`config.mk`:
```
export PLATFORM = sky130hd
export DESIGN_NAME = branch_resolve_ctrl
export DESIGN_NICKNAME = d
export VERILOG_FILES = /design/src/rtl/arvi_pkg.sv /design/src/rtl/branch_control.sv /design/src/rtl/branch_resolve_ctrl.sv
export SDC_FILE = /design/constraint.sdc
export NUM_CORES = 1
export LEC_CHECK = 0
export ABC_AREA = 1
export BUFFER_PORTS_ARGS = -buffer_cell sky130_fd_sc_hd__clkbuf_2
export CORE_ASPECT_RATIO = 0.9
export CORE_MARGIN = 2
export CORE_UTILIZATION = 50
export DETAILED_ROUTE_END_ITERATION = 8
export PLACE_DENSITY_LB_ADDON = 0.08
export SLEW_MARGIN = 20
export SYNTH_ARGS = -nofsm -noshare
export SYNTH_HDL_FRONTEND = slang
export SYNTH_SLANG_ARGS = --single-unit
```
`constraint.sdc`:
```
create_clock -name i_clk -period 2.8 [get_ports i_clk]
set_clock_uncertainty 0.2 [all_clocks]
set_input_delay 0.14 -clock i_clk [delete_from_list [all_inputs] [get_ports i_clk]]
set_output_delay 0.14 -clock i_clk [all_outputs]
set_load 0.01 [all_outputs]
```
`src/rtl/arvi_pkg.sv`:
```
// arvi_pkg: shared definitions for the branch resolve controller.
//   br_state_e  - controller FSM states
//   F3_*        - branch funct3 encodings
//   f3_legal()  - true for the six defined branch funct3 codes
package arvi_pkg;

  typedef enum logic [2:0] {
    ST_IDLE     = 3'd0,
    ST_REQ      = 3'd1,
    ST_WAIT     = 3'd2,
    ST_REDIRECT = 3'd3,
    ST_FLUSH    = 3'd4
  } br_state_e;

  localparam logic [2:0] F3_BEQ  = 3'b000;
  localparam logic [2:0] F3_BNE  = 3'b001;
  localparam logic [2:0] F3_BLT  = 3'b100;
  localparam logic [2:0] F3_BGE  = 3'b101;
  localparam logic [2:0] F3_BLTU = 3'b110;
  localparam logic [2:0] F3_BGEU = 3'b111;

  function automatic logic f3_legal(input logic [2:0] f3);
    return (f3 == F3_BEQ) || (f3 == F3_BNE) || (f3 == F3_BLT) ||
           (f3 == F3_BGE) || (f3 == F3_BLTU) || (f3 == F3_BGEU);
  endfunction

endpackage

```
`src/rtl/branch_control.sv`:
```
// branch_control: combinational branch outcome from ALU flags.
//   i_Branch - qualifies the decision; taken is 0 when low
//   i_f3     - branch funct3
//   i_z      - ALU zero flag (operands equal)
//   i_res    - ALU less-than result (signed or unsigned per f3)
//   o_taken  - branch taken
module branch_control
  import arvi_pkg::*;
(
  input  logic       i_Branch,
  input  logic [2:0] i_f3,
  input  logic       i_z,
  input  logic       i_res,
  output logic       o_taken
);

  always_comb begin
    o_taken = 1'b0;
    if (i_Branch) begin
      case (i_f3)
        F3_BEQ:           o_taken = i_z;
        F3_BNE:           o_taken = ~i_z;
        F3_BLT, F3_BLTU:  o_taken = i_res;
        F3_BGE, F3_BGEU:  o_taken = ~i_res;
        default:          o_taken = 1'b0;
      endcase
    end
  end

endmodule

```
`src/rtl/branch_resolve_ctrl.sv`:
```
// branch_resolve_ctrl: accepts one branch at a time from execute, borrows
// the shared ALU for the compare, checks the outcome against the fetch
// prediction and, on a mispredict, redirects fetch and flushes the pipe.
//   i_clk/i_rst                 - clock, synchronous active-high reset
//   i_br_valid/o_br_ready       - branch handshake (ready only in IDLE)
//   i_br_f3/i_br_pc/i_br_imm    - branch funct3, PC, sign-extended offset
//   i_pred_taken                - fetch prediction for this branch
//   o_alu_req/i_alu_gnt         - shared ALU request/grant
//   i_alu_done/i_alu_z/i_alu_res- ALU result strobe and flags
//   o_redirect/o_redirect_pc    - one-cycle fetch redirect and target
//   o_flush                     - pipeline flush, FLUSH_CYCLES long
//   o_invalid                   - one-cycle pulse for an illegal funct3
//   o_mispredict_cnt            - saturating mispredict counter
// All outputs are registered; they are computed from the next state.
module branch_resolve_ctrl
  import arvi_pkg::*;
#(
  parameter int XLEN         = 32,
  parameter int FLUSH_CYCLES = 2
) (
  input  logic            i_clk,
  input  logic            i_rst,
  input  logic            i_br_valid,
  output logic            o_br_ready,
  input  logic [2:0]      i_br_f3,
  input  logic [XLEN-1:0] i_br_pc,
  input  logic [XLEN-1:0] i_br_imm,
  input  logic            i_pred_taken,
  output logic            o_alu_req,
  input  logic            i_alu_gnt,
  input  logic            i_alu_done,
  input  logic            i_alu_z,
  input  logic            i_alu_res,
  output logic            o_redirect,
  output logic [XLEN-1:0] o_redirect_pc,
  output logic            o_flush,
  output logic            o_invalid,
  output logic [31:0]     o_mispredict_cnt
);

  localparam logic [3:0] FLUSH_LAST = 4'(FLUSH_CYCLES - 1);

  br_state_e       state, state_n;
  logic [3:0]      flush_cnt, flush_cnt_n;
  logic [2:0]      f3_q;
  logic [XLEN-1:0] pc_q, imm_q;
  logic            pred_q;
  logic [31:0]     cnt_q;

  logic            hs, hs_legal, hs_illegal;
  logic            taken;
  logic [XLEN-1:0] target;

  assign hs         = i_br_valid & o_br_ready;
  assign hs_legal   = hs & f3_legal(i_br_f3);
  assign hs_illegal = hs & ~f3_legal(i_br_f3);

  branch_control u_bc (
    .i_Branch (f3_legal(f3_q)),
    .i_f3     (f3_q),
    .i_z      (i_alu_z),
    .i_res    (i_alu_res),
    .o_taken  (taken)
  );

  assign target = taken ? (pc_q + imm_q) : (pc_q + XLEN'(4));

  // State register
  always_ff @(posedge i_clk) begin
    if (i_rst) begin
      state     <= ST_IDLE;
      flush_cnt <= '0;
    end else begin
      state     <= state_n;
      flush_cnt <= flush_cnt_n;
    end
  end

  // Next state; ALU flags only matter in WAIT with done high.
  always_comb begin
    state_n     = state;
    flush_cnt_n = flush_cnt;
    case (state)
      ST_IDLE:     if (hs_legal) state_n = ST_REQ;
      ST_REQ:      if (i_alu_gnt) state_n = ST_WAIT;
      ST_WAIT:     if (i_alu_done) state_n = (taken == pred_q) ? ST_IDLE : ST_REDIRECT;
      ST_REDIRECT: begin
        state_n     = ST_FLUSH;
        flush_cnt_n = FLUSH_LAST;
      end
      ST_FLUSH: begin
        if (flush_cnt == 4'd0) state_n = ST_IDLE;
        else                   flush_cnt_n = flush_cnt - 4'd1;
      end
      default:     state_n = ST_IDLE;
    endcase
  end

  // Operand latch
  always_ff @(posedge i_clk) begin
    if (i_rst) begin
      f3_q   <= '0;
      pc_q   <= '0;
      imm_q  <= '0;
      pred_q <= 1'b0;
    end else if (hs_legal) begin
      f3_q   <= i_br_f3;
      pc_q   <= i_br_pc;
      imm_q  <= i_br_imm;
      pred_q <= i_pred_taken;
    end
  end

  // Registered outputs derived from the next state
  always_ff @(posedge i_clk) begin
    if (i_rst) begin
      o_br_ready    <= 1'b1;
      o_alu_req     <= 1'b0;
      o_redirect    <= 1'b0;
      o_redirect_pc <= '0;
      o_flush       <= 1'b0;
      o_invalid     <= 1'b0;
      cnt_q         <= '0;
    end else begin
      o_br_ready    <= (state_n == ST_IDLE);
      o_alu_req     <= (state_n == ST_REQ);
      o_redirect    <= (state_n == ST_REDIRECT);
      o_redirect_pc <= (state_n == ST_REDIRECT) ? target : '0;
      o_flush       <= (state_n == ST_FLUSH);
      o_invalid     <= (state == ST_IDLE) && hs_illegal;
      // Only the WAIT->REDIRECT transition enters REDIRECT
      if (state == ST_WAIT && state_n == ST_REDIRECT && cnt_q != 32'hFFFF_FFFF)
        cnt_q <= cnt_q + 32'd1;
    end
  end

  assign o_mispredict_cnt = cnt_q;

endmodule

```
==> results of run 1 <==
[worst min-delay path: cells and delay by family]
| kind | cells | cell delay, ns |
|---|---|---|
| and+or+nand+nor | 3 | 0.29 |
| AOI/OAI and AO/OA | 1 | 0.05 |
| xor gates and xnor gates | 1 | 0.06 |
| buffers and inverters | 1 | 0.09 |
[power by group]
part	switching, mW	internal [mW]	leakage [nW]
logic	0.704	0.423	3.94
registers	0.117	2.15	1.18
clock network	1.05	1.27	0.294
[layout make-up]
| class | instances | area (sq um) |
|---|---|---|
| diodes | 1 | 2.50 |
| inverters | 193 | 724 |
| clock inverters | 15 | 163 |
| clock buffers | 17 | 425 |
| multi-input cells | 1072 | 5240 |
| fillers | 1682 | 6320 |
| well taps | 240 | 300 |
| repair buffers | 236 | 1610 |
| flip-flops and latches | 144 | 2880 |
[final timing paths]
check,cells past startpoint,slack [ns],start,end
worst max-delay path,15,0.23,pc_q[0],o_redirect_pc[28]
worst min-delay path,6,0.04,i_alu_z,o_redirect_pc[31]
worst max register to register,15,0.23,pc_q[0],o_redirect_pc[28]
worst min register to register,2,0.28,f3_q[1],f3_q[1]
[registers in the layout, indices dropped and copies added, names as in the netlist]
name / flops
o_redirect: 1
o_redirect_pc: 32
o_alu_req: 1
o_mispredict_cnt: 32
state: 3
o_invalid: 1
o_br_ready: 1
flush_cnt: 4
pred_q: 1
imm_q: 32
o_flush: 1
f3_q: 3
pc_q: 32
[stage by stage]
| step | setup WS (ns) | instance area [sq um] | util (%) |
|---|---|---|---|
| global placement | 0.337 | 10000 | 56.6 |
| floorplan | 0.686 | 9030 | - |
| CTS | 0.202 | 11300 | 64.2 |
| finish | 0.230 | 11400 | 64.2 |
| global route | 0.0204 | 11300 | 64.2 |
| detailed placement | 0.226 | 10000 | 56.6 |
[per-layer routing]
layer,global-route usage [%],up-vias
met5,0,-
met4,11.1,0
met3,7.57,57
met2,46.9,449
met1,47.9,4578
li1,-,5056
[Yosys cell counts (all sizes together), types with 5 or more instances]
master and instances:
o21ai 89, inv 192, buf 13, xor2 35, nor3 45, nor2 182, clkbuf 26, ha 35
nand4 23, a21oi 123, or2 5, o21bai 6, nand2 411, and2 5, xnor2 9, dfxtp 144
nand3 87
[repair_timing]
item / CTS / global route
endpoints found under the setup margin: 0 / 2
hold endpoints to repair: 79 / 0
hold buffers: 75 / 0
gates resized for setup: 0 / 1
[logic make-up after synthesis]
family	synth area share, %
fa+ha+maj	5.07
flops	31.9
buf+inv	10.1
compound gates	12.8
mux	0.111
xor+xnor	4.48
simple gates	35.5
==> flow_summary.toml, run 1 <==
[cts]
cts_root_buf = "clkbuf_16"
clk_path_buf_depth = 2
cts_tree = "yes"
cts_made_buffers = 17
cts_setup_buffers = 0
clock-sinks = 144
clock_latency_ns = 0.44
h-tree-depth = 4
path_clk_slew_ns = 0.07

[synth]
ys.flop_type = "dfxtp_1"
synth_edf_count = 0
yosysWarnings = 0
async_flop_share_pct = 0
avgSynthCellArea_sq_um = 6.24
synth_cell_types = 42
synth_fp_nets = 1559
synth_top_area_cell = "dfxtp_1"
yosysSeqAreaShare_pct = 31.9
netlist_area_sq_um = 9030
synth_top_cell_area_share_pct = 31.9
syn_inst = 1448
synth_seq_cells = 144
synth.area.top_cells = "dfxtp_1 (32%), nand2_1 (17%), inv_1 (7.9%), nor2_1 (7.4%), a21oi_1 (6.7%)"

[sta]
max_freq_mhz = 389
hold_viol_final = 0
max-slew-margin-rel_pct = 44.9
post-route-period-util_pct = 91.8
tightest_slew_ns = 0.826
fin_setup_tns_ns = 0
slew_viol_final = 0
grt_setup_unrepaired = "no"
setup_viol = 0
holdWs_ns = 0.0436
fin_crit_ns = 2.57

[global_route]
grt_max_degree = 72
grt_remaining_overflow = 0
grt_usage_pct = 32.7
grt_pass1_vias = 9236
antenna_found_initial = 1
grt_pass1_wl_um = 49200

[setup_path]
endpoint_kind = "register"
worstPathArrival_ns = 2.71
critical_path_class = "register to register"
max_stage_delay_ns = 0.40
crit_path_top_delay_cell = "fa_1"
crit_path_frequent_cell = "nand2_1"
cp-start-kind = "register"
cp_cell_sequence = "ha_1, inv_1, fa_1, inv_1, nand3_1, nand3_1, nand2_1, nand2_2, nand2_1, nand2_1, nand2_1, nand3_1, nand3_1, nand2_1, inv_1"
critPathBufInv = 3
crit_fanout = 5
cp.required_ns = 2.94
cp_top_family = "simple AND/OR/NAND/NOR gates"

[detailed_routing]
drt_iter0_markers = 863
drc = 0
wl_met3_um = 3080
routed-via-count = 10140
wl_um = 31400
via_per_inst = 5.29
drtAntennaViolNets = 0
firstDrtPassIters = 5
wl_met2_um = 12700
wl_per_cell_um = 16.4
drt-met1-wl_um = 14700
top_layer = "met4"

[floorplan]
ios = 144
die-area_sq_um = 19200
start_util_pct = 51.1
dieHeight_um = 131
rows = 46
core_area_sq_um = 17700
die_x_um = 146

[cells_and_area]
syn2layout_area_growth_pct = 25.7
layout_common_cells = "nand2_1 (407), inv_1 (190), nor2_1 (178)"
drive_gt1_share_pct = 12.7
fin_nets = 1775
final_cells = 1918
layout_commonest_cell = "nand2_1"

[hold_path]
min_path_type = "input pin to register"

[place]
io_buffer_count = 143
hpwl_um = 23800
dp.cells = 1810
finalWeightedCongestion = 1.05

[pwr]
p_leak_nw = 5.41
p_per_area_nw_per_um2 = 504
fin_total_pwr_mw = 5.72
ir_drop_mv = 0.447

[job]
cap_violations = 0

[outcome]
outcome = "completed"
(Power assumes the default switching activity.)
==> run 2: changes to the inputs <==
Settings changed: CELL_PAD_IN_SITES_DETAIL_PLACEMENT set to 1, CELL_PAD_IN_SITES_GLOBAL_PLACEMENT set to 1, CORE_UTILIZATION 50 to 40.
==> run 2 against run 1 <==
Sequential share of layout area fell by 0.084 points. Count of clock-buffer cells in the layout unchanged. Core utilization decreased by 13 points. Final cell count rose by 2.6%. Via count shrank 0.64%. Design area increased by 0.33%. Flip-flop and latch count is the same.
==> flow_summary.toml, run 2 (synthesis results as in run 1) <==
[sta]
tightest_slew_ns = 0.819
fin_setup_tns_ns = 0
grt_setup_unrepaired = "no"
max-slew-margin-rel_pct = 45.4
hold_viol_final = 0
fin_crit_ns = 2.52
max_freq_mhz = 396
slew_viol_final = 0
post-route-period-util_pct = 90.2
setup_viol = 0

[global_route]
grt_max_degree = 95
grt_pass1_vias = 10133
antenna_found_initial = 0
grt_usage_pct = 29.8
grt_pass1_wl_um = 55700
grt_remaining_overflow = 0

[floorplan]
rows = 52
die-area_sq_um = 23800
ios = 144
start_util_pct = 40.5
dieHeight_um = 147
core_area_sq_um = 22300
die_x_um = 162

[place]
io_buffer_count = 143
finalWeightedCongestion = 0.951
hpwl_um = 26700
post_dp_cell_area_sq_um = 10100

[cells_and_area]
antenna_cells = 0
design_area_sq_um = 11400
layout_common_cells = "nand2_1 (408), inv_1 (190), nor2_1 (178)"
syn2layout_area_growth_pct = 26.1
layout_commonest_cell = "nand2_1"
fin_nets = 1769
drive_gt1_share_pct = 12.4
num-fill-cells = 3045

[cts]
cts_made_buffers = 17
cts_root_buf = "clkbuf_16"
h-tree-depth = 4
clock_latency_ns = 0.44
cts_resized = 0
cts_tree = "yes"
clock-sinks = 144
clk_path_buf_depth = 2
path_clk_slew_ns = 0.07

[job]
cap_violations = 0

[detailed_routing]
drc = 0
drtAntennaViolNets = 0
wl_per_cell_um = 17.7
routed-via-count = 10075
wl_um = 34900
via_per_inst = 5.12
drt_iter0_markers = 647
firstDrtPassIters = 4

[pwr]
ir_drop_mv = 0.285
p_leak_nw = 5.38
p_per_area_nw_per_um2 = 504

[setup_path]
critical_path_class = "register to register"
cp_cell_sequence = "ha_1, inv_1, fa_1, inv_1, nand3_1, nand3_1, nand2_1, nand2_1, nand2_1, nand2_1, nand2_1, nand3_1, nand3_1, nand2_1, inv_1"
cp-start-kind = "register"
cp.required_ns = 2.94
crit_fanout = 5
endpoint_kind = "register"
max_stage_delay_ns = 0.43
crit_path_frequent_cell = "nand2_1"
worstPathArrival_ns = 2.66
crit_path_top_delay_cell = "fa_1"

[outcome]
outcome = "completed"

[hold_path]
min_path_type = "input pin to register"
-- run 2: cell count changes in the layout (fill, tap and decap cells not counted), sizes merged --
cell | before | now
diode | 1 | 0
buf | 18 | 14
bufinv | 1 | 0
dlygate4sd3 | 75 | 73
clkinvlp | 0 | 2
inv | 202 | 200
clkinv | 5 | 6
-- run 2: repair_timing --
action	in CTS	in global routing
buffers inserted	0	0
hold buffers	73	0
hold endpoints to repair	73	0
-- run 2: final timing paths --
| kind | start | to | slack, ns | cells after the start |
|---|---|---|---|---|
| hold reg to reg | f3_q[1] | f3_q[1] | 0.28 | 2 |
| hold / removal | i_rst | o_mispredict_cnt[23] | 0.07 | 3 |
| setup / recovery | pc_q[0] | o_redirect_pc[28] | 0.28 | 15 |
| setup reg to reg | pc_q[0] | o_redirect_pc[28] | 0.28 | 15 |
-- run 2: final cells by class --
cell class	instances	area, sq um	area share [%]
Tap cell	297	372	3.26
Timing Repair Buffer	230	1580	13.8
Clock inverter	15	171	1.51
Clock buffer	17	425	3.74
Inverter	193	724	6.36
Sequential cell	144	2880	25.3
Multi-Input combinational cell	1072	5240	46.0
-- run 2: report_power, final --
part / internal [mW] / switching, mW / total (mW) / leakage (nW)
Combinational: 0.422 / 0.731 / 1.15 / 3.92
Sequential: 2.15 / 0.124 / 2.27 / 1.18
Clock: 1.20 / 1.11 / 2.31 / 0.285
Total: 3.77 / 1.96 / 5.74 / 5.38
-- run 2: worst max-delay path: cells and delay by family, from the launching register on --
family                     cells  cell delay, ns
and+or+nand+nor               10            0.98
adders and majority gates      2            0.65
DFF                            1            0.36
buffers and inverters          3            0.23
-- run 2: layer usage --
layer / vias up / track usage [%] / part of all wire, %
met1: 4708 / 43.1 / 49
met3: 36 / 4.63 / 5.6
li1: 5046 / - / -
met5: - / 0 / 0
met4: 0 / 6.81 / 1.8
met2: 285 / 46.7 / 44
-- run 2: metrics by stage --
step | instances | setup slack, ns | hold slack [ns] | util, % | total power [mW]
after floorplan | 1448 | 0.686 | 0.0236 | - | 2.97
after global routing | 1968 | 0.0647 | 0.0942 | 51.0 | 6.02
after global placement | 1863 | 0.405 | 0.190 | 45.1 | 3.35
after CTS | 1968 | 0.284 | 0.0641 | 51.0 | 5.77
after detailed placement | 1863 | 0.300 | 0.202 | 45.1 | 3.37
final | 1968 | 0.275 | 0.0695 | 51.0 | 5.74
